===== src/rtl/object_scanner.sv =====
// Object table scanner: holds object property words and walks them in index order,
// issuing each non-empty slot to the downstream converter with stall support.
module object_scanner #(
    parameter int unsigned NUM_OBJECTS = 8,
    parameter int unsigned IDX_W       = $clog2(NUM_OBJECTS),
    localparam int unsigned WORD_W     = 115,
    localparam int unsigned CNT_W      = IDX_W + 1
) (
    input  logic              clk_in,
    input  logic              rst_in,
    input  logic              start_in,
    input  logic              wr_en_in,
    input  logic [IDX_W-1:0]  wr_addr_in,
    input  logic [WORD_W-1:0] wr_data_in,
    input  logic              downstream_busy_in,
    output logic [WORD_W-1:0] obj_props_out,
    output logic [1:0]        obj_type_out,
    output logic [IDX_W-1:0]  obj_index_out,
    output logic              obj_valid_out,
    output logic              busy_out,
    output logic              done_out,
    output logic [CNT_W-1:0]  obj_count_out
);

    typedef enum logic [2:0] {
        S_IDLE,
        S_FETCH,
        S_CHECK,
        S_ADVANCE,
        S_FINISH
    } state_t;

    state_t            state_q;
    logic [IDX_W-1:0]  addr_q;
    logic [WORD_W-1:0] props_q;
    logic [WORD_W-1:0] table_q [NUM_OBJECTS];

    logic              addr_last_c;
    logic              slot_empty_c;
    logic [IDX_W-1:0]  addr_d;

    assign addr_last_c  = (addr_q == IDX_W'(NUM_OBJECTS - 1));
    assign slot_empty_c = (props_q[113:112] == 2'b00);
    assign addr_d       = addr_q + IDX_W'(1);

    // Object table; reset clears every slot to the empty type.
    always_ff @(posedge clk_in) begin
        if (rst_in) begin
            for (int i = 0; i < int'(NUM_OBJECTS); i++) begin
                table_q[i] <= '0;
            end
        end else if (wr_en_in) begin
            table_q[wr_addr_in] <= wr_data_in;
        end
    end

    // Scan FSM with registered outputs.
    always_ff @(posedge clk_in) begin
        if (rst_in) begin
            state_q       <= S_IDLE;
            addr_q        <= '0;
            props_q       <= '0;
            obj_props_out <= '0;
            obj_type_out  <= '0;
            obj_index_out <= '0;
            obj_valid_out <= 1'b0;
            busy_out      <= 1'b0;
            done_out      <= 1'b0;
            obj_count_out <= '0;
        end else begin
            obj_valid_out <= 1'b0;
            done_out      <= 1'b0;
            case (state_q)
                S_IDLE: begin
                    // A start coinciding with the done pulse belongs to the finished scan.
                    if (start_in && !done_out) begin
                        addr_q        <= '0;
                        busy_out      <= 1'b1;
                        obj_count_out <= '0;
                        state_q       <= S_FETCH;
                    end
                end
                S_FETCH: begin
                    props_q <= table_q[addr_q];
                    state_q <= S_CHECK;
                end
                S_CHECK: begin
                    if (slot_empty_c) begin
                        if (addr_last_c) begin
                            state_q <= S_FINISH;
                        end else begin
                            addr_q  <= addr_d;
                            state_q <= S_FETCH;
                        end
                    end else if (!downstream_busy_in) begin
                        obj_valid_out <= 1'b1;
                        obj_props_out <= props_q;
                        obj_type_out  <= props_q[113:112];
                        obj_index_out <= addr_q;
                        obj_count_out <= obj_count_out + CNT_W'(1);
                        state_q       <= S_ADVANCE;
                    end
                end
                S_ADVANCE: begin
                    if (addr_last_c) begin
                        state_q <= S_FINISH;
                    end else begin
                        addr_q  <= addr_d;
                        state_q <= S_FETCH;
                    end
                end
                S_FINISH: begin
                    busy_out <= 1'b0;
                    done_out <= 1'b1;
                    state_q  <= S_IDLE;
                end
                default: state_q <= S_IDLE;
            endcase
        end
    end

endmodule


===== config.mk =====
export PLATFORM = sky130hd
export DESIGN_NAME = object_scanner
export DESIGN_NICKNAME = d
export VERILOG_FILES = /design/src/rtl/object_scanner.sv
export SDC_FILE = /design/constraint.sdc
export NUM_CORES = 2
export LEC_CHECK = 0
export ABC_AREA = 1
export ABC_CLOCK_PERIOD_IN_PS = 8500
export BUFFER_PORTS_ARGS = -buffer_cell sky130_fd_sc_hd__buf_2
export CAP_MARGIN = 30
export CORE_MARGIN = 4
export CORE_UTILIZATION = 45
export DETAILED_ROUTE_END_ITERATION = 12
export PLACE_DENSITY = 0.74
export SLEW_MARGIN = 15
export SYNTH_ARGS = -nofsm -noshare
export SYNTH_HDL_FRONTEND = slang
export SYNTH_SLANG_ARGS = --single-unit

===== constraint.sdc =====
create_clock -name clk_in -period 8.5 [get_ports clk_in]
set_input_delay 1.7 -clock clk_in [delete_from_list [all_inputs] [get_ports clk_in]]
set_output_delay 1.7 -clock clk_in [all_outputs]
set_load 0.05 [all_outputs]

Word level (Yosys, flattened, before mapping) --
Memory sizes are Yosys's and may differ from the RTL's. A register that Yosys moved wholly into a read port is not among the register bits. Index checks and enable logic that the tools add are counted.
Operators by class: $add $sub $neg 2, equal/unequal tests 10, multiplexer cells 25, bitwise logic cells 3, reduce and logical (&&, ||, !) cells 14
Operator list (number):
- 2-to-1 mux 115 bit | 1
- OR reduction 115 bit | 1
- 2-to-1 mux 3 bit | 8
- 2-to-1 mux 4 bit | 3
- one-hot mux 3 bit (4 select lines) | 1
- 2-to-1 mux 1 bit | 9
- one-hot mux 3 bit (3 select lines) | 1
- inequality test 2 bit, second input constant | 4
- one-hot mux 4 bit (2 select lines) | 1
- equality test 3 x 2 -> 1 bit, second input constant | 2
- equality test 3 bit, second input constant | 2
- AND reduction 3 bit | 2
- adder 4 x 1 -> 4 bit, second input constant | 1
- AND reduction 2 bit | 2
- AND reduction 4 bit | 1
- nonzero test 2 bit | 2
- adder 3 x 1 -> 3 bit, second input constant | 1
- equality test 3 x 1 -> 1 bit, second input constant | 1
- logical NOT 3 bit | 1
- inequality test 3 bit, second input constant | 1
- NOT 1 bit | 3
- nonzero test 3 bit | 1
- OR reduction 3 bit | 1
- logical NOT 2 bit | 1
- 3 further kinds | 3
Word-level totals: bits in registers 133, RAM bits 920, bits of input ports 123, output and inout bits 127, logic and storage cells 64, memories kept 1
Memory list:
- table_q | words 8, width 115, read ports 1, clocked after memory_dff 1, write ports 8, line 36 | logic [WORD_W-1:0] table_q [NUM_OBJECTS];

Logic depth before layout (Yosys ltp) --
word-level depth 5, mapped depth 11, depth with buffers taken out 9

Worst setup path after synthesis --
OpenSTA, ideal clock, no wires.
path kind in2reg, start in rst_in, end mem table_q[1][0] (enable), setup time 0.478 ns, arrival 5.089 ns, data required time 8.022 ns, setup slack 2.933 ns, cell stages on the path 8, buffers on the path 3, cells stage by stage buf_2 -> inv_2 -> nand2_1 -> nor2_2 -> nand2_1 -> buf_2 -> buf_2 -> nand2_1
RTL lines:
- from (decl) | line 10 | input logic rst_in,
- to (decl) | line 36

==> summary.txt <==
Placed design
  – GP Congestion: 0.7748
  – Buffers on Ports: 249
  – Post-detail-place hpwl: 71.73 mm

Run status
  – Outcome: finished clean

CTS
  – Setup bufs post-CTS: 0
  – CTS root buffer: clkbuf_16
  – CTS Sinks: 1166
  – Resize count post-CTS: 0
  – Clk_lat worst skew: 690 ps
  – CTS tree: done
  – CTS Buffer Depth: 3
  – Clock transition at path regs: 60 ps
  – Cts hold-fix bufs: 0
  – CTS Buf Count: 112
  – H-tree Lvls: 3

Floorplan
  – Die Wd: 338.6 um
  – Rows: 121
  – Die height: 338.6 um
  – Core ar.: 0.1087 mm2
  – Initial Utilization: 45.24%
  – Ports: 250
  – Die area: 0.1146 mm2

STA
  – Setup Viol. Count Final: 0
  – Final hold violations: 0
  – Setup Skew: 29.74 ps
  – Final setup TNS: 0 ps
  – RSZ-0062 raised after global routing: false
  – Period utilisation layout: 57.72%
  – Worst-margin pin slew: 1205 ps
  – Fmax: 203.8 MHz
  – Slew headroom: 19.65%
  – Period minus WS final: 4907 ps
  – Fin. max-slew vios: 0

Setup path
  – WS Path Type: input port to flip-flop
  – Critical Path RT: 8800 ps
  – Crit path top cell by count: nand2_4
  – Worst setup SP type: input port
  – Crit-path max FO: 143
  – CP Cell Sequence: buf_2, inv_8, nand2_1, nor2_2, nand2_4, nand2_4, buf_4
  – Critical path's top delay family: simple AND/OR/NAND/NOR gates
  – Worst setup EP type: flip-flop
  – Worst path bufs/invs: 3
  – Worst stage delay on the critical path: 880 ps
  – Crit path arrival time: 5210 ps
  – CP max-delay cell: nand2_4

Logic synthesis
  – Gate Count Post-Synth: 5207
  – Top cells by count, synth: 1589 x nor2_1, 1102 x nand2_1, 920 x edfxtp_1
  – Synth Area in Compound Gates: 6.092%
  – Synth Area in Adders: 0.1018%
  – Synthesized cell area: 0.04917 mm2
  – Main combinational cell family by area after synthesis: simple AND/OR/NAND/NOR gates
  – Number of synthesized register bits: 1166
  – Post-Synth Simple-Gate Area: 23.13%
  – Register area share after synthesis: 66.20%
  – Async set-reset flop share out of synthesis: 0%
  – Yosys warning total: 0
  – Primary FF master, synth: edfxtp_1
  – Mux cell area share after synthesis: 0%
  – Most frequent cell after synthesis: nor2_1
  – Synthesized Nets: 5334
  – Post-Syn Area per Cell: 9.443 um2
  – Share of the synthesized area in the top cell type: 56.18%
  – Synth top area cells: edfxtp_1 56%, nor2_1 12%, dfxtp_1 10%, nand2_1 8.4%, o21ai_0 3.8%
  – Area leader, netlist: edfxtp_1
  – Post-synth EDFFs: 920
  – XOR/XNOR Fraction of Synth Area: 0.01781%
  – Synth unique cells: 25

Route
  – DR vias: 36.28k
  – Final wirelength: 130.0 mm
  – DRC: 0
  – ANT nets after route: 0
  – Drt initial violations: 3875
  – Number of vias per cell: 5.355
  – 1st-pass router iterations: 6
  – Drt wl/cell: 19.18 um

Power and ir drop
  – Combinational share of power: 16.3%
  – P_sw: 4.009 mW
  – Internal Pwr Total: 9.924 mW
  – Reg power frac: 48.4%
  – Leakage: 23.19 nW
  – PwrDens: 253.5 mW/mm2
  – Sw Share: 28.77%
  – Clock power share: 35.2%
  – Maximum vdd drop: 221.8 uV

Cells and area
  – Layout Area Growth over Synthesis: 11.79%
  – Fin util: 50.57%
  – Filler Cells Inserted: 9583
  – Layout Nets: 5391
  – Layout cells sized above 1: 9.199%

Global route
  – First-pass GRT wire length: 199.0 mm
  – Pin count of the biggest net entering global routing: 232
  – GR Overflow Total: 0
  – Antenna violations before repair: 5
  – Total Routing Usage GR: 21.90%
  – Vias in the first global route: 34.86k

Run
  – Maximum Capacitance Violations: 0

Min path
  – Hold WC Path Type: flip-flop to flip-flop
[metal layers]
layer | vias up | part of all wire [%] | track usage (%)
met5 | - | 0 | 0
met3 | 230 | 8.1 | 2.993
met4 | 0 | 2.9 | 7.302
li1 | 17180 | - | -
met2 | 1613 | 49 | 36.90
met1 | 17260 | 40 | 29.39
[worst min-delay path, delay by kind of cell, from the launching register on]
family / cells / cell delay (ps)
and+or+nand+nor: 2 / 130
DFF: 1 / 320
[cell type report]
cell class	instances	area [um2]	share of cell area [%]
diodes	1	2.502	0.004552
clock buffers	156	3114	5.665
clock inverters	53	467.9	0.8513
inverters	155	609.3	1.108
multi-input cells	3532	14550	26.47
flip-flops and latches	1166	32560	59.23
well taps	1414	1769	3.218
repair buffers	297	1894	3.446
[metrics by stage]
step	hold WS [ps]	power (mW)	instances	cell area, um2	setup WS (ps)
4_1_cts	460.4	13.95	6768	54830	3493
6_report	466.1	13.93	6774	54970	3593
3_5_place_dp	462.4	9.105	6559	51250	2758
2_1_floorplan	448.6	8.409	5207	49170	2933
3_3_place_gp	461.5	9.042	6553	51090	2863
5_1_grt	501.1	14.48	6774	54970	3372
[registers in the layout (all words and copies together) (netlist names)]
signal         count
busy_out           1
props_q          115
state_q            3
addr_q             3
table_q          920
done_out           1
obj_count_out      4
obj_valid_out      1
obj_index_out      3
obj_props_out    115
[power by group through the flow]
| stage | clock [mW] | sequential, mW | combinational [mW] |
|---|---|---|---|
| global route | 5.17 | 6.79 | 2.53 |
| floorplan | 0 | 6.87 | 1.54 |
| finish | 4.91 | 6.75 | 2.28 |
| detailed placement | 0 | 6.86 | 2.24 |
| CTS | 4.95 | 6.75 | 2.26 |
| global placement | 0 | 6.86 | 2.18 |
[cell families (layout without fill, tap and decap cells)]
logic type                 count (synthesis)  after routing
AOI/OAI and AO/OA                        587            587
and+or+nand+nor                         2940           2940
xor gates and xnor gates                   1              1
DFF                                     1166           1166
other                                      0              1
buffers and inverters                    509            661
adders and majority gates                  4              4
[placed cells by master (no fill, tap or decap), types with 2 or more instances in the layout]
master	count
clkinv_4	2
clkbuf_1	29
o211ai_1	23
buf_4	31
o21ai_1	65
inv_4	2
clkinvlp_4	4
nor3_1	2
buf_16	10
buf_12	7
a21oi_1	122
clkinv_2	21
nand3_1	238
buf_2	249
edfxtp_1	920
clkbuf_16	114
dfxtp_4	2
bufinv_16	7
dfxtp_1	243
nand4_1	2
inv_1	149
clkbuf_8	10
nor2_1	1589
nand2_4	16
nor2_2	2
ha_1	4
nand2_1	1086
nor2_4	2
clkbuf_2	3
clkinv_1	16
inv_8	3
o21ai_0	377
[path summary, 6_finish.rpt]
kind | depth (start not counted) | start | endpoint | slack, ps
setup / recovery | 7 | rst_in | table_q[3][89]$_SDFFCE_PN0P_ | 3590
setup reg to reg | 8 | addr_q[1]$_SDFFE_PP0P_ | props_q[110]$_SDFFE_PP0N_ | 5300
hold reg to reg | 2 | props_q[0]$_SDFFE_PP0N_ | obj_props_out[0]$_SDFFE_PP0P_ | 470
hold / removal | 2 | props_q[0]$_SDFFE_PP0N_ | obj_props_out[0]$_SDFFE_PP0P_ | 470
(Power assumes the default switching activity.)
